### config.mk
export PLATFORM = sky130hd
export DESIGN_NAME = motor_cmd_scheduler
export DESIGN_NICKNAME = d
export VERILOG_FILES = /design/src/rtl/motor_pkg.sv /design/src/rtl/motor_ramp_step.sv /design/src/rtl/motor_cmd_scheduler.sv
export SDC_FILE = /design/constraint.sdc
export NUM_CORES = 1
export LEC_CHECK = 0
export CAP_MARGIN = 20
export CORE_MARGIN = 5
export CORE_UTILIZATION = 30
export CTS_CLUSTER_DIAMETER = 60
export DETAILED_ROUTE_END_ITERATION = 8
export PLACE_DENSITY = 0.42
export SLEW_MARGIN = 10
export SYNTH_ARGS = -nofsm -noshare
export SYNTH_HDL_FRONTEND = slang
export SYNTH_SLANG_ARGS = --single-unit
### constraint.sdc
create_clock -name clk -period 11.6 [get_ports clk]
set_input_delay 1.74 -clock clk [delete_from_list [all_inputs] [get_ports clk]]
set_output_delay 1.74 -clock clk [all_outputs]
set_load 0.02 [all_outputs]
### src/rtl/motor_pkg.sv
// Shared types and helpers for the motor command scheduler.
//
// Contents:
//   MAG_W / CMD_W   widths of a motor duty magnitude and of a signed speed command
//   sched_state_t   scheduler FSM states (idle, compute step, present load)
//   motor_cmd_t     sign/magnitude pair as presented to motor_controller
//   cmd_to_target   converts a two's complement command into a clamped sign/magnitude target
package motor_pkg;

  localparam int unsigned MAG_W = 7;
  localparam int unsigned CMD_W = 8;

  typedef enum logic [1:0] {
    StIdle,
    StStep,
    StLoad
  } sched_state_t;

  typedef struct packed {
    logic             sign;  // 1 = negative direction
    logic [MAG_W-1:0] mag;
  } motor_cmd_t;

  // -128 has no positive counterpart in 8 bits; its unsigned magnitude is 128, which the
  // clamp then brings down to max_mag. A zero command carries no direction, so the previous
  // target sign is kept to avoid a pointless sign flip through zero.
  function automatic motor_cmd_t cmd_to_target(input logic [CMD_W-1:0] cmd,
                                               input logic             prev_sign,
                                               input logic [CMD_W-1:0] max_mag);
    motor_cmd_t       tgt;
    logic [CMD_W-1:0] abs_val;
    abs_val  = cmd[CMD_W-1] ? (~cmd + CMD_W'(1)) : cmd;
    if (abs_val > max_mag) begin
      abs_val = max_mag;
    end
    tgt.mag  = abs_val[MAG_W-1:0];
    tgt.sign = (cmd == '0) ? prev_sign : cmd[CMD_W-1];
    return tgt;
  endfunction

endpackage

### src/rtl/motor_ramp_step.sv
// One slew-limited ramp step for a single motor (purely combinational).
//
// Ports:
//   cur_i      current sign/magnitude driven to the motor
//   tgt_i      effective target sign/magnitude
//   nxt_o      value the motor should take on this ramp tick
//   changed_o  nxt_o differs from cur_i
//
// A direction reversal is never done in one go: the magnitude first ramps down to zero with
// the old sign, then a tick flips only the sign, then the magnitude ramps up again.
module motor_ramp_step
  import motor_pkg::*;
#(
  parameter int unsigned STEP = 4
) (
  input  motor_cmd_t cur_i,
  input  motor_cmd_t tgt_i,
  output motor_cmd_t nxt_o,
  output logic       changed_o
);

  localparam logic [MAG_W-1:0] StepMag = MAG_W'(STEP);

  always_comb begin
    nxt_o = cur_i;
    if (cur_i.sign != tgt_i.sign) begin
      if (cur_i.mag != '0) begin
        nxt_o.mag = (cur_i.mag > StepMag) ? (cur_i.mag - StepMag) : '0;
      end else begin
        nxt_o.sign = tgt_i.sign;
      end
    end else if (cur_i.mag < tgt_i.mag) begin
      // Clip to the target so a partial final step never overshoots.
      nxt_o.mag = ((tgt_i.mag - cur_i.mag) > StepMag) ? (cur_i.mag + StepMag) : tgt_i.mag;
    end else if (cur_i.mag > tgt_i.mag) begin
      nxt_o.mag = ((cur_i.mag - tgt_i.mag) > StepMag) ? (cur_i.mag - StepMag) : tgt_i.mag;
    end
  end

  assign changed_o = (nxt_o != cur_i);

endmodule

### src/rtl/motor_cmd_scheduler.sv
// Slew-limiting command scheduler between the balance loop and motor_controller.
//
// Ports:
//   clk, reset            system clock, synchronous active-high reset
//   cmd_valid/cmd_ready   command handshake; accepted when both are high
//   cmd_m1, cmd_m2        signed (two's complement) speed commands per motor
//   arm                   low forces both effective targets to zero
//   load                  one-cycle strobe: motor outputs just changed, latch them
//   motorN_sign           1 = negative direction
//   motorN_upperlimit     duty magnitude
//   timeout               watchdog expired, targets forced to zero
//
// Every RAMP_DIV cycles a tick moves each motor at most STEP toward its target. A tick that
// changes either motor produces STEP -> LOAD; otherwise the FSM stays quiet, so load is never
// raised with unchanged outputs. Commands are only taken in IDLE, which keeps the target
// stable across the STEP/LOAD pair.
module motor_cmd_scheduler
  import motor_pkg::*;
#(
  parameter int unsigned RAMP_DIV = 1000,    // cycles between ramp ticks, >= 4
  parameter int unsigned STEP     = 4,       // max magnitude change per tick (1..127)
  parameter int unsigned MAX_MAG  = 100,     // magnitude clamp (<= 127)
  parameter int unsigned WDOG_CYC = 5000000  // cycles without an accept before failsafe
) (
  input  logic             clk,
  input  logic             reset,
  input  logic             cmd_valid,
  output logic             cmd_ready,
  input  logic [CMD_W-1:0] cmd_m1,
  input  logic [CMD_W-1:0] cmd_m2,
  input  logic             arm,
  output logic             load,
  output logic             motor1_sign,
  output logic [MAG_W-1:0] motor1_upperlimit,
  output logic             motor2_sign,
  output logic [MAG_W-1:0] motor2_upperlimit,
  output logic             timeout
);

  localparam int unsigned PreW = (RAMP_DIV > 1) ? $clog2(RAMP_DIV) : 1;
  localparam int unsigned WdW  = $clog2(WDOG_CYC + 1);

  localparam logic [PreW-1:0]  PreLast = PreW'(RAMP_DIV - 1);
  localparam logic [WdW-1:0]   WdMax   = WdW'(WDOG_CYC);
  localparam logic [CMD_W-1:0] MaxMag  = CMD_W'(MAX_MAG);

  sched_state_t   state_q, state_d;
  logic [PreW-1:0] pre_q, pre_d;
  logic [WdW-1:0]  wdog_q, wdog_d;
  motor_cmd_t     tgt1_q, tgt1_d;
  motor_cmd_t     tgt2_q, tgt2_d;
  motor_cmd_t     out1_q, out1_d;
  motor_cmd_t     out2_q, out2_d;

  logic       accept;
  logic       tick;
  logic       force_zero;
  motor_cmd_t eff1, eff2;
  motor_cmd_t nxt1, nxt2;
  logic       chg1, chg2;

  assign cmd_ready = (state_q == StIdle) & ~reset;
  assign accept    = cmd_valid & cmd_ready;
  assign tick      = (pre_q == PreLast);
  assign timeout   = (wdog_q == WdMax);

  // Forced-zero targets borrow the current output sign so that a failsafe or disarm ramps
  // the magnitude down without also flipping direction at the bottom.
  assign force_zero = ~arm | timeout;
  assign eff1       = force_zero ? '{sign: out1_q.sign, mag: '0} : tgt1_q;
  assign eff2       = force_zero ? '{sign: out2_q.sign, mag: '0} : tgt2_q;

  motor_ramp_step #(
    .STEP (STEP)
  ) u_ramp_m1 (
    .cur_i     (out1_q),
    .tgt_i     (eff1),
    .nxt_o     (nxt1),
    .changed_o (chg1)
  );

  motor_ramp_step #(
    .STEP (STEP)
  ) u_ramp_m2 (
    .cur_i     (out2_q),
    .tgt_i     (eff2),
    .nxt_o     (nxt2),
    .changed_o (chg2)
  );

  // Free-running prescaler; tick marks the last count before the wrap to zero.
  always_comb begin
    pre_d = tick ? '0 : (pre_q + PreW'(1));
  end

  // Watchdog saturates instead of wrapping so timeout stays asserted until a new accept.
  always_comb begin
    wdog_d = wdog_q;
    if (accept) begin
      wdog_d = '0;
    end else if (wdog_q != WdMax) begin
      wdog_d = wdog_q + WdW'(1);
    end
  end

  always_comb begin
    tgt1_d = tgt1_q;
    tgt2_d = tgt2_q;
    if (accept) begin
      tgt1_d = cmd_to_target(cmd_m1, tgt1_q.sign, MaxMag);
      tgt2_d = cmd_to_target(cmd_m2, tgt2_q.sign, MaxMag);
    end
  end

  always_comb begin
    state_d = state_q;
    out1_d  = out1_q;
    out2_d  = out2_q;
    case (state_q)
      StIdle: begin
        if (tick) begin
          state_d = StStep;
        end
      end
      StStep: begin
        if (chg1 || chg2) begin
          state_d = StLoad;
          out1_d  = nxt1;
          out2_d  = nxt2;
        end else begin
          state_d = StIdle;
        end
      end
      StLoad: begin
        state_d = StIdle;
      end
      default: begin
        state_d = StIdle;
      end
    endcase
  end

  always_ff @(posedge clk) begin
    if (reset) begin
      state_q <= StIdle;
      pre_q   <= '0;
      wdog_q  <= '0;
      tgt1_q  <= '0;
      tgt2_q  <= '0;
      out1_q  <= '0;
      out2_q  <= '0;
    end else begin
      state_q <= state_d;
      pre_q   <= pre_d;
      wdog_q  <= wdog_d;
      tgt1_q  <= tgt1_d;
      tgt2_q  <= tgt2_d;
      out1_q  <= out1_d;
      out2_q  <= out2_d;
    end
  end

  assign load              = (state_q == StLoad);
  assign motor1_sign       = out1_q.sign;
  assign motor1_upperlimit = out1_q.mag;
  assign motor2_sign       = out2_q.sign;
  assign motor2_upperlimit = out2_q.mag;

endmodule
==> summary.txt <==
Floorplanning
  – IO Count: 39
  – Die Wd: 153 um
  – Core Area: 0.0202 mm^2
  – Die Area: 0.0235 mm^2
  – Die height: 153 um
  – Std-Cell Rows: 52
  – Initial Util: 0.305

Global route
  – Global route overflow: 0
  – First-pass GRT wire length: 31.7 mm
  – Initial antenna violation count: 0
  – Largest net degree at the start of global routing: 37
  – Number of global-route vias before repair: 5962
  – Gr usage total: 0.163

Clock network
  – CTS clk-pin slew, worst paths: 60 ps
  – H-tree levels: 3
  – Post-CTS Resized: 0
  – CTS tree: yes
  – CTS max path bufs: 2
  – Skew-Pair Late Insertion Delay: 340 ps
  – Hold Buf Count CTS: 0
  – CTS Sinks: 67
  – CTS Root Cell: clkbuf_16
  – Postcts setup bufs: 0
  – Inserted Clock Buffers: 9

STA
  – Setup violators final: 0
  – Final Max Tran Viols: 0
  – Hold Vio Cnt, Final: 0
  – Tcrit/Tclk final: 0.591
  – RSZ-0062 raised after global routing: no
  – Final setup TNS: 0 ps
  – Hold_ws: 446 ps
  – Worst slew margin: 0.367
  – Clock Skew: 10.9 ps
  – Achievable Freq: 146 MHz
  – Worst slew pin tran: 943 ps
  – Tmin final: 6860 ps

Final layout
  – Synth-to-layout area growth: 14.5%
  – Layout fillers: 2131
  – Final Net Count: 909
  – Multi-input gate area: 0.00450 mm^2
  – Reg area: 0.00134 mm^2
  – Post-route cell area: 0.00707 mm^2
  – ANT cells: 0
  – Share of cells above drive strength 1: 0.0552

Routing
  – Avg WL per Cell: 17.4 um
  – DRT iter0 DRCs: 505
  – Via-per-instance ratio: 5.48
  – Pre-antenna DRT Iters: 6
  – Drt total wl: 19.5 mm
  – DRC: 0
  – Final ANT Viol Nets: 0
  – Vias: 6145

Setup path
  – RR Startpoint: wdog_q[0]
  – CP endpoint kind: flip-flop
  – Cell count of the worst reg-to-reg path: 21
  – Crit start category: input port
  – CP Max Fanout: 21
  – Worst Path Required: 11830 ps
  – Worst EP arrival: 7090 ps
  – Worst flop-to-flop path endpoint: motor1_upperlimit[0]
  – WS Path Type: in2reg
  – R2R Setup Slk: 5470 ps

Min path
  – Worst Hold Class: reg2reg
  – Hold EP: pre_q[0]
  – Hold_sp: pre_q[0]
  – Hold Path Depth: 1

Synth
  – Register area share after synthesis: 0.217
  – #FFs+latches synth: 67
  – Synth Cell Area: 0.00617 mm^2
  – Dominant cell by count in the synthesized netlist: nor2_1
  – Mean Syn Cell Area: 7.46 um^2
  – Synth warnings: 0
  – Leading area contributor after synthesis: dfxtp_1
  – Number of synthesized flops with an enable pin: 0
  – Synth top area cells: dfxtp_1, ha_1, nor2_1, o21ai_0, nand2_1
  – Ys async rst share: 0
  – Top cell type's share of synthesized area: 0.217
  – Mapped Nets: 889
  – Synth top cells by count: nor2_1, nand2_1, dfxtp_1, o21ai_0, a21oi_1
  – Post-synth cell types: 86
  – Mapped Cells: 828
  – Top_reg_cell synth: dfxtp_1

Power and ir drop
  – Worst vdd ir: 66.5 uV
  – Leakage: 2.69 nW
  – Power per Cell Area: 109 mW/mm^2

Place
  – Post-DP Area: 0.00677 mm^2
  – Dpl hpwl: 15.0 mm
  – Gp weighted congestion: 0.897
  – Port bufs: 38

Run
  – Max Cap Viol: 0

Status
  – Status: finished, final reports clean
[where the power goes]
part	total [mW]	switching, mW	internal (mW)	leakage (nW)
Sequential	0.242	0.00584	0.236	0.543
Combinational	0.257	0.154	0.103	2.01
Clock	0.274	0.109	0.165	0.137
[layout make-up]
type | instances | share of cell area
repair buffers | 43 | 0.0591
flip-flops and latches | 67 | 0.190
well taps | 270 | 0.0478
clock buffers | 9 | 0.0319
clock inverters | 6 | 0.00956
multi-input cells | 681 | 0.637
inverters | 46 | 0.0244
[registers in the layout (all words and copies together) (netlist names)]
register           flops
state_q                2
motor1_sign            1
tgt2_q                 8
motor1_upperlimit      7
tgt1_q                 8
wdog_q                23
pre_q                 10
motor2_sign            1
motor2_upperlimit      7
[logic make-up after synthesis]
kind of cell / count (synthesis) / synth area share
flip-flops: 67 / 0.217
buffers and inverters: 80 / 0.0531
XOR/XNOR: 51 / 0.0724
adder cells (fa/ha/maj): 41 / 0.0855
AO/OA/AOI/OAI: 255 / 0.287
AND/OR/NAND/NOR: 320 / 0.261
multiplexers: 14 / 0.0233
[per-layer routing]
| layer | GRT usage | share of wire | vias to the layer above |
|---|---|---|---|
| li1 | - | - | 3055 |
| met1 | 0.236 | 0.50 | 2901 |
| met2 | 0.256 | 0.44 | 174 |
| met3 | 0.0271 | 0.056 | 15 |
| met4 | 0.0299 | 0.0088 | 0 |
| met5 | 0 | 0 | - |
[through the flow]
step	power (mW)	util	std cells	setup slack (ps)
2_1_floorplan	0.436	-	828	5860
3_3_place_gp	0.501	0.335	1107	4420
3_5_place_dp	0.500	0.335	1107	4460
4_1_cts	0.780	0.349	1122	4770
5_1_grt	0.819	0.349	1122	4150
6_report	0.773	0.349	1122	4740
[worst max-delay path by stage]
stage          start                   end  slack [ps]  depth (start not counted)
6_report         arm  motor1_upperlimit[0]        4740                         18
5_1_grt          arm  motor1_upperlimit[0]        4150                         18
4_1_cts          arm  motor1_upperlimit[0]        4770                         18
3_5_place_dp     arm  motor1_upperlimit[0]        4460                         18
3_3_place_gp     arm  motor1_upperlimit[0]        4420                         18
2_1_floorplan    arm  motor1_upperlimit[3]        5860                         21
[cell usage in the layout (no fill, tap or decap), types with 11 or more instances in the layout]
cell type / count
nand3_1: 30
nand2_1: 73
nor2_1: 87
xor2_1: 27
a21oi_1: 50
and3_1: 12
a211oi_1: 13
clkdlybuf4s50_1: 38
o21ai_0: 58
nor3_1: 21
nand2b_1: 18
nor2b_1: 17
inv_1: 46
dfxtp_1: 67
a31oi_1: 11
mux2i_1: 11
xnor2_1: 24
ha_1: 39
[worst max-delay path, stage by stage]
cell	delay, ps
clkdlybuf4s50_1	550
o21a_1	660
nand2_1	310
inv_1	180
fa_1	420
nand2b_1	190
a221oi_2	260
o311ai_1	230
nor4_4	460
a21o_1	310
o21ai_0	200
a211oi_1	300
a2bb2oi_1	240
o2111ai_1	150
o31ai_2	230
buf_4	290
nor2_1	110
o311ai_1	250
Note: power is estimated with default switching activity, not from simulation.
